`config.mk`:
```
export PLATFORM = sky130hd
export DESIGN_NAME = instr_fetch_flat
export DESIGN_NICKNAME = d
export VERILOG_FILES = /design/src/rtl/instr_fetch_pkg.sv /design/src/rtl/instr_fetch_if.sv /design/src/rtl/fetch_perf_cnt.sv /design/src/rtl/instr_fetch.sv /design/src/flat_wrapper.sv
export SDC_FILE = /design/constraint.sdc
export NUM_CORES = 1
export LEC_CHECK = 0
export CAP_MARGIN = 20
export CORE_AREA = 2 2 72 74
export CTS_CLUSTER_DIAMETER = 40
export CTS_CLUSTER_SIZE = 24
export DETAILED_ROUTE_END_ITERATION = 7
export DIE_AREA = 0 0 74 76
export PLACE_DENSITY = 0.89
export SETUP_SLACK_MARGIN = 0.5
export SLEW_MARGIN = 5
export SYNTH_ARGS = -nofsm -noshare
export SYNTH_HDL_FRONTEND = slang
export SYNTH_SLANG_ARGS = --single-unit
```
`constraint.sdc`:
```
create_clock -name clk -period 2 [get_ports clk]
set_input_delay 0.2 -clock clk [delete_from_list [all_inputs] [get_ports clk]]
set_output_delay 0.2 -clock clk [all_outputs]
set_load 0.01 [all_outputs]
```
`src/rtl/instr_fetch_pkg.sv`:
```
// rtl/instr_fetch_pkg.sv - shared fetch/decode constants and types
// Holds the default widths, the HLT opcode and the opcode field position used by fetch and decode.
package instr_fetch_pkg;

  localparam int         ADDR_W_DEF  = 14;
  localparam int         INSTR_W_DEF = 16;
  localparam int         OP_MSB      = 15;
  localparam int         OP_LSB      = 12;
  localparam logic [3:0] HLT_OPCODE  = 4'hF;

  typedef enum logic {
    S_RUN  = 1'b0,
    S_HALT = 1'b1
  } fetch_state_e;

endpackage

```
`src/rtl/instr_fetch_if.sv`:
```
// rtl/instr_fetch_if.sv - fetch stage bus: decode/execute controls, IM port and IF/ID register
// master is the fetch stage; slave is the surrounding pipeline and instruction memory.
interface instr_fetch_if
  import instr_fetch_pkg::*;
#(
  parameter int ADDR_W  = ADDR_W_DEF,
  parameter int INSTR_W = INSTR_W_DEF
) ();

  logic               stall_IF_ID;
  logic               flow_change;
  logic [ADDR_W-1:0]  dst;
  logic [INSTR_W-1:0] instr;
  logic [ADDR_W-1:0]  im_addr;
  logic               im_rd_en;
  logic [INSTR_W-1:0] instr_ID;
  logic [ADDR_W-1:0]  pc_ID;
  logic               valid_ID;
  logic               halted;

  modport master (
    input  stall_IF_ID, flow_change, dst, instr,
    output im_addr, im_rd_en, instr_ID, pc_ID, valid_ID, halted
  );

  modport slave (
    output stall_IF_ID, flow_change, dst, instr,
    input  im_addr, im_rd_en, instr_ID, pc_ID, valid_ID, halted
  );

endinterface

```
`src/rtl/fetch_perf_cnt.sv`:
```
// rtl/fetch_perf_cnt.sv - saturating fetch and stall counters (FETCH_PERF_CNT_EN only)
// Counts capture cycles and genuine decode-stall cycles; both stick at all-ones.
`ifdef FETCH_PERF_CNT_EN
module fetch_perf_cnt (
  input  logic        clk,
  input  logic        rst,
  input  logic        i_fetch,
  input  logic        i_stall,
  output logic [31:0] o_fetch_cnt,
  output logic [31:0] o_stall_cnt
);

  logic [31:0] r_fetch_cnt;
  logic [31:0] r_stall_cnt;

  always_ff @(posedge clk) begin
    if (rst) begin
      r_fetch_cnt <= '0;
      r_stall_cnt <= '0;
    end else begin
      if (i_fetch && (r_fetch_cnt != '1)) r_fetch_cnt <= r_fetch_cnt + 32'd1;
      if (i_stall && (r_stall_cnt != '1)) r_stall_cnt <= r_stall_cnt + 32'd1;
    end
  end

  assign o_fetch_cnt = r_fetch_cnt;
  assign o_stall_cnt = r_stall_cnt;

endmodule
`endif

```
`src/rtl/instr_fetch.sv`:
```
// rtl/instr_fetch.sv - instruction fetch stage: PC, IM request, IF/ID register, sticky HLT
// FETCH_PERF_CNT_EN adds fetch_cnt/stall_cnt outputs backed by fetch_perf_cnt.
module instr_fetch
  import instr_fetch_pkg::*;
#(
  parameter int         ADDR_W  = ADDR_W_DEF,
  parameter int         INSTR_W = INSTR_W_DEF,
  parameter logic [3:0] HLT_OP  = HLT_OPCODE
) (
  input  logic        clk,
  input  logic        rst,
`ifdef FETCH_PERF_CNT_EN
  output logic [31:0] fetch_cnt,
  output logic [31:0] stall_cnt,
`endif
  instr_fetch_if.master bus
);

  fetch_state_e       r_state;
  fetch_state_e       w_state_next;
  logic [ADDR_W-1:0]  r_pc;
  logic [ADDR_W-1:0]  w_pc_inc;
  logic [INSTR_W-1:0] r_instr_id;
  logic [ADDR_W-1:0]  r_pc_id;
  logic               r_valid_id;
  logic               w_halted;
  logic               w_capture;

  assign w_halted  = (r_state == S_HALT);
  assign w_pc_inc  = r_pc + ADDR_W'(1);
  assign w_capture = !bus.flow_change && !w_halted && !bus.stall_IF_ID;

  always_ff @(posedge clk) begin
    if (rst) begin
      r_state <= S_RUN;
    end else begin
      r_state <= w_state_next;
    end
  end

  // A redirect always releases halt: the HLT that caused it may have been wrong-path.
  always_comb begin
    w_state_next = r_state;
    case (r_state)
      S_RUN:   if (w_capture && (bus.instr[OP_MSB:OP_LSB] == HLT_OP)) w_state_next = S_HALT;
      S_HALT:  if (bus.flow_change) w_state_next = S_RUN;
      default: w_state_next = S_RUN;
    endcase
  end

  always_ff @(posedge clk) begin
    if (rst) begin
      r_pc       <= '0;
      r_instr_id <= '0;
      r_pc_id    <= '0;
      r_valid_id <= 1'b0;
    end else if (bus.flow_change) begin
      r_pc       <= bus.dst;
      r_valid_id <= 1'b0;
    end else if (w_capture) begin
      r_pc       <= w_pc_inc;
      r_instr_id <= bus.instr;
      r_pc_id    <= w_pc_inc;
      r_valid_id <= 1'b1;
    end
  end

  // Dropping the read enable on stall makes the IM hold its data, so nothing is refetched.
  assign bus.im_addr  = r_pc;
  assign bus.im_rd_en = !rst && !w_halted && !bus.stall_IF_ID && !bus.flow_change;
  assign bus.instr_ID = r_instr_id;
  assign bus.pc_ID    = r_pc_id;
  assign bus.valid_ID = r_valid_id;
  assign bus.halted   = w_halted;

`ifdef FETCH_PERF_CNT_EN
  logic w_stall_cycle;
  assign w_stall_cycle = bus.stall_IF_ID && !w_halted && !bus.flow_change;

  fetch_perf_cnt u_perf_cnt (
    .clk         (clk),
    .rst         (rst),
    .i_fetch     (w_capture),
    .i_stall     (w_stall_cycle),
    .o_fetch_cnt (fetch_cnt),
    .o_stall_cnt (stall_cnt)
  );
`endif

endmodule

```
`src/flat_wrapper.sv`:
```
// flat-port wrapper written by rule: the top's interface ports become plain ports
module instr_fetch_flat import instr_fetch_pkg::*;
#(
  parameter int         ADDR_W  = ADDR_W_DEF,
  parameter int         INSTR_W = INSTR_W_DEF,
  parameter logic [3:0] HLT_OP  = HLT_OPCODE
)
  (clk, rst, bus_stall_IF_ID, bus_flow_change, bus_dst, bus_instr, bus_im_addr, bus_im_rd_en, bus_instr_ID, bus_pc_ID, bus_valid_ID, bus_halted);
  instr_fetch_if #(.ADDR_W(ADDR_W), .INSTR_W(INSTR_W)) bus_i ();
  input  logic clk;
  input  logic rst;
  input wire logic [$bits(bus_i.stall_IF_ID)-1:0] bus_stall_IF_ID;
  input wire logic [$bits(bus_i.flow_change)-1:0] bus_flow_change;
  input wire logic [$bits(bus_i.dst)-1:0] bus_dst;
  input wire logic [$bits(bus_i.instr)-1:0] bus_instr;
  output wire logic [$bits(bus_i.im_addr)-1:0] bus_im_addr;
  output wire logic [$bits(bus_i.im_rd_en)-1:0] bus_im_rd_en;
  output wire logic [$bits(bus_i.instr_ID)-1:0] bus_instr_ID;
  output wire logic [$bits(bus_i.pc_ID)-1:0] bus_pc_ID;
  output wire logic [$bits(bus_i.valid_ID)-1:0] bus_valid_ID;
  output wire logic [$bits(bus_i.halted)-1:0] bus_halted;
  assign bus_i.stall_IF_ID = bus_stall_IF_ID;
  assign bus_i.flow_change = bus_flow_change;
  assign bus_i.dst = bus_dst;
  assign bus_i.instr = bus_instr;
  assign bus_im_addr = bus_i.im_addr;
  assign bus_im_rd_en = bus_i.im_rd_en;
  assign bus_instr_ID = bus_i.instr_ID;
  assign bus_pc_ID = bus_i.pc_ID;
  assign bus_valid_ID = bus_i.valid_ID;
  assign bus_halted = bus_i.halted;
  instr_fetch #(.ADDR_W(ADDR_W), .INSTR_W(INSTR_W), .HLT_OP(HLT_OP)) u_core (.clk(clk), .rst(rst), .bus(bus_i));
endmodule
```
==> flow_metrics.env <==
export IMPL_outcome="completed"
export IMPL_clock_tree_buffer_depth=2
export IMPL_dpl_hpwl_um=3933
export IMPL_setup_violations=0
export IMPL_clock_sinks=46
export IMPL_first_global_vias=1834
export IMPL_hold_violations=0
export IMPL_min_to="u_core.bus.halted"
export IMPL_hold_ws_ps=336.3
export IMPL_met3_usage_pct=5.026
export IMPL_n_antenna_cell=0
export IMPL_leakage_nw=1.196
export IMPL_hp_class="input port to flop"
export IMPL_synth_most_common_cell="dfxtp_1"
export IMPL_pwr_share_seq_pct=48.3
export IMPL_r2r_start="u_core.bus.im_addr[0]"
export IMPL_ant_nets=0
export IMPL_fin_crit_sh_pct=81.19
export IMPL_io_pins=81
export IMPL_report_final_slew_viol_count=0
export IMPL_initial_utilization_pct=41.34
export IMPL_grt_usage_pct=20.35
export IMPL_rows=26
export IMPL_wl_per_cell_um=15.58
export IMPL_p_per_area_nw_per_um2=643.5
export IMPL_comb_power_share_pct=19.9
export IMPL_vias_per_cell=5.221
export IMPL_ys_flop_type="dfxtp_1"
export IMPL_r2r_slack_ps=380
export IMPL_holdPathStages=3
export IMPL_clkPwrFrac_pct=31.8
export IMPL_chipWidth_um=74
export IMPL_yosys_warnings=0
export IMPL_cp_arrival_ps=1840
export IMPL_numCtsBuffers=5
export IMPL_reg2reg_to="u_core.bus.im_addr[9]"
export IMPL_drtIter0Drc=150
export IMPL_syn_num_nets=283
export IMPL_finalWeightedCongestion=0.8099
export IMPL_antenna_found_initial=0
export IMPL_syn2layout_area_growth_pct=62.17
export IMPL_num_nets_final=380
export IMPL_grt_busiest_layer="met2"
export IMPL_grt_pass1_wl_um=8838
export IMPL_use_met1_pct=26.44
export IMPL_cts_clk_slew_worst_paths_ps=80
export IMPL_ys_seq_elements=46
export IMPL_worst_pin_slew_ps=473.4
export IMPL_port_buffers=80
export IMPL_ir_drop_uv=489.7
export IMPL_fillers=369
export IMPL_synth_edff_count=0
export IMPL_min_period_ps=1624
export IMPL_grt_overflow=0
export IMPL_cts_root_buf="clkbuf_8"
export IMPL_hold_start="bus_flow_change"
export IMPL_drt_total_wl_um=6480
export IMPL_die_area_sq_um=5624
export IMPL_grt_max_degree=47
export IMPL_synth_area_leaders="dfxtp_1, a211oi_1, nand2_1"
export IMPL_drc_errors=0
export IMPL_yosysTopAreaCellShare_pct=45.35
export IMPL_drt_pass1_iterations=4
export IMPL_dpl_worst_slack_ps=110.5
export IMPL_final_setup_tns_ps=0
export IMPL_cp_end_kind="flop"
export IMPL_vias=2172
export IMPL_crit_fanout=7
export IMPL_setup_slack_ps=376.1
export IMPL_p_switching_mw=0.5399
export IMPL_timing_fmax_ghz=0.6158
export IMPL_synth_distinct_cells=29
export IMPL_swShare_pct=25.48
export IMPL_grtUsageMet2_pct=32.23
export IMPL_ys_seq_area_share_pct=45.35
export IMPL_yosysTopAreaCell="dfxtp_1"
export IMPL_syn_area_sq_um=2031
export IMPL_crit_path_start_kind="flop"
export IMPL_htreeDepth=2
export IMPL_rsz0062_at_grt="true"
export IMPL_synth_commonest_cells="dfxtp_1, nand2_1, nor2_1"
export IMPL_drive_gt1_share_pct=18.21
export IMPL_die_h_um=76
export IMPL_cts_tree="built"
export IMPL_crit_type="flop to flop"
export IMPL_core_area_sq_um=4912
export IMPL_ff2ff_path_depth=4
export IMPL_crit_required_ps=2210
export IMPL_synth_area_per_cell_sq_um=8.188
export IMPL_max_slew_margin_pct=68.44
export IMPL_p_int_mw=1.579
export IMPL_async_reset_ff_share_pct=0
export IMPL_synthCells=248
export IMPL_skew_ps=8.067
export IMPL_insertion_delay_ps=300
export IMPL_cap_violations=0
[metal layers]
layer | wire length (um) | up-vias
met5 | 0 | -
met2 | 3358 | 84
met1 | 2615 | 1031
met3 | 384 | 12
met4 | 121 | 0
li1 | - | 1045
[power groups by stage]
stage	clock network (mW)	registers (mW)	logic, mW
floorplan	0	1.06	0.152
global placement	0	1.04	0.369
detailed placement	0	1.04	0.377
CTS	0.673	1.02	0.381
global route	0.727	1.03	0.452
finish	0.674	1.02	0.422
[flip-flops by register name, summed over array words and instances (netlist names)]
signal,flops
u_core.bus.pc_ID,14
u_core.bus.halted,1
u_core.bus.im_addr,14
u_core.bus.instr_ID,16
u_core.bus.valid_ID,1
[layout make-up]
class	instances	area, sq um	share of cell area [%]
clock buffer	7	76.32	2.318
clock inverter	1	30.03	0.9119
inverter	3	11.26	0.3419
multi-input combinational	179	1096	33.28
sequential	46	955.9	29.03
tap	70	87.58	2.660
timing repair buffer	110	1036	31.46
[worst max-delay path by stage]
stage | end | from
floorplan | u_core.bus.im_addr[13] | u_core.bus.im_addr[5]
global placement | bus_im_rd_en | bus_stall_IF_ID
detailed placement | u_core.bus.pc_ID[6] | bus_flow_change
CTS | u_core.bus.im_addr[13] | u_core.bus.im_addr[0]
global route | u_core.bus.im_addr[9] | u_core.bus.im_addr[0]
finish | u_core.bus.im_addr[9] | u_core.bus.im_addr[0]
[what timing repair did]
| item | in CTS | in global routing |
|---|---|---|
| endpoints found under the setup margin | 25 | 22 |
| hold endpoints to repair | 0 | 0 |
| buffers inserted | 1 | 19 |
| hold buffers | 0 | 0 |
| resized for setup | 18 | 22 |
| pin swaps | 5 | 9 |
[per-stage QoR]
step / area, sq um / power (mW) / cells / util, %
2_1_floorplan: 2071 / 1.209 / 248 / -
3_3_place_gp: 2924 / 1.412 / 388 / 59.53
3_5_place_dp: 2924 / 1.422 / 388 / 59.53
4_1_cts: 3074 / 2.077 / 397 / 62.58
5_1_grt: 3293 / 2.209 / 416 / 67.04
6_report: 3293 / 2.119 / 416 / 67.04
[layout by cell type (no fill, tap or decap), drive strengths merged, types with 2 or more instances in the layout]
master,n
clkdlybuf4s50,73
dfxtp,46
nand2,40
nor2,32
buf,30
a211oi,21
a21oi,19
xnor2,13
xor2,10
nand3,10
clkbuf,9
nand4,8
nor3,5
nor4,4
inv,3
and4,3
dlygate4sd2,3
or2,2
o21ai,2
a311oi,2
dlymetal6s2s,2
or3,2
[cells by family (layout without fill, tap and decap cells)]
kind of cell	after synthesis	count (layout)	synth area share, %
and+or+nand+nor	108	108	24.71
AOI/OAI and AO/OA	46	46	14.48
DFF	46	46	45.35
xor gates and xnor gates	23	23	9.920
buffers and inverters	23	121	4.436
adders and majority gates	1	1	0.6160
muxes	1	1	0.4929
[worst max-delay path: stages, from the launching register on]
cell      delay, ps
dfxtp_4         400
nand4_1         330
nor4_1          410
xnor2_1         120
a211oi_1        270
No activity file was read; power rests on OpenSTA's default activity.
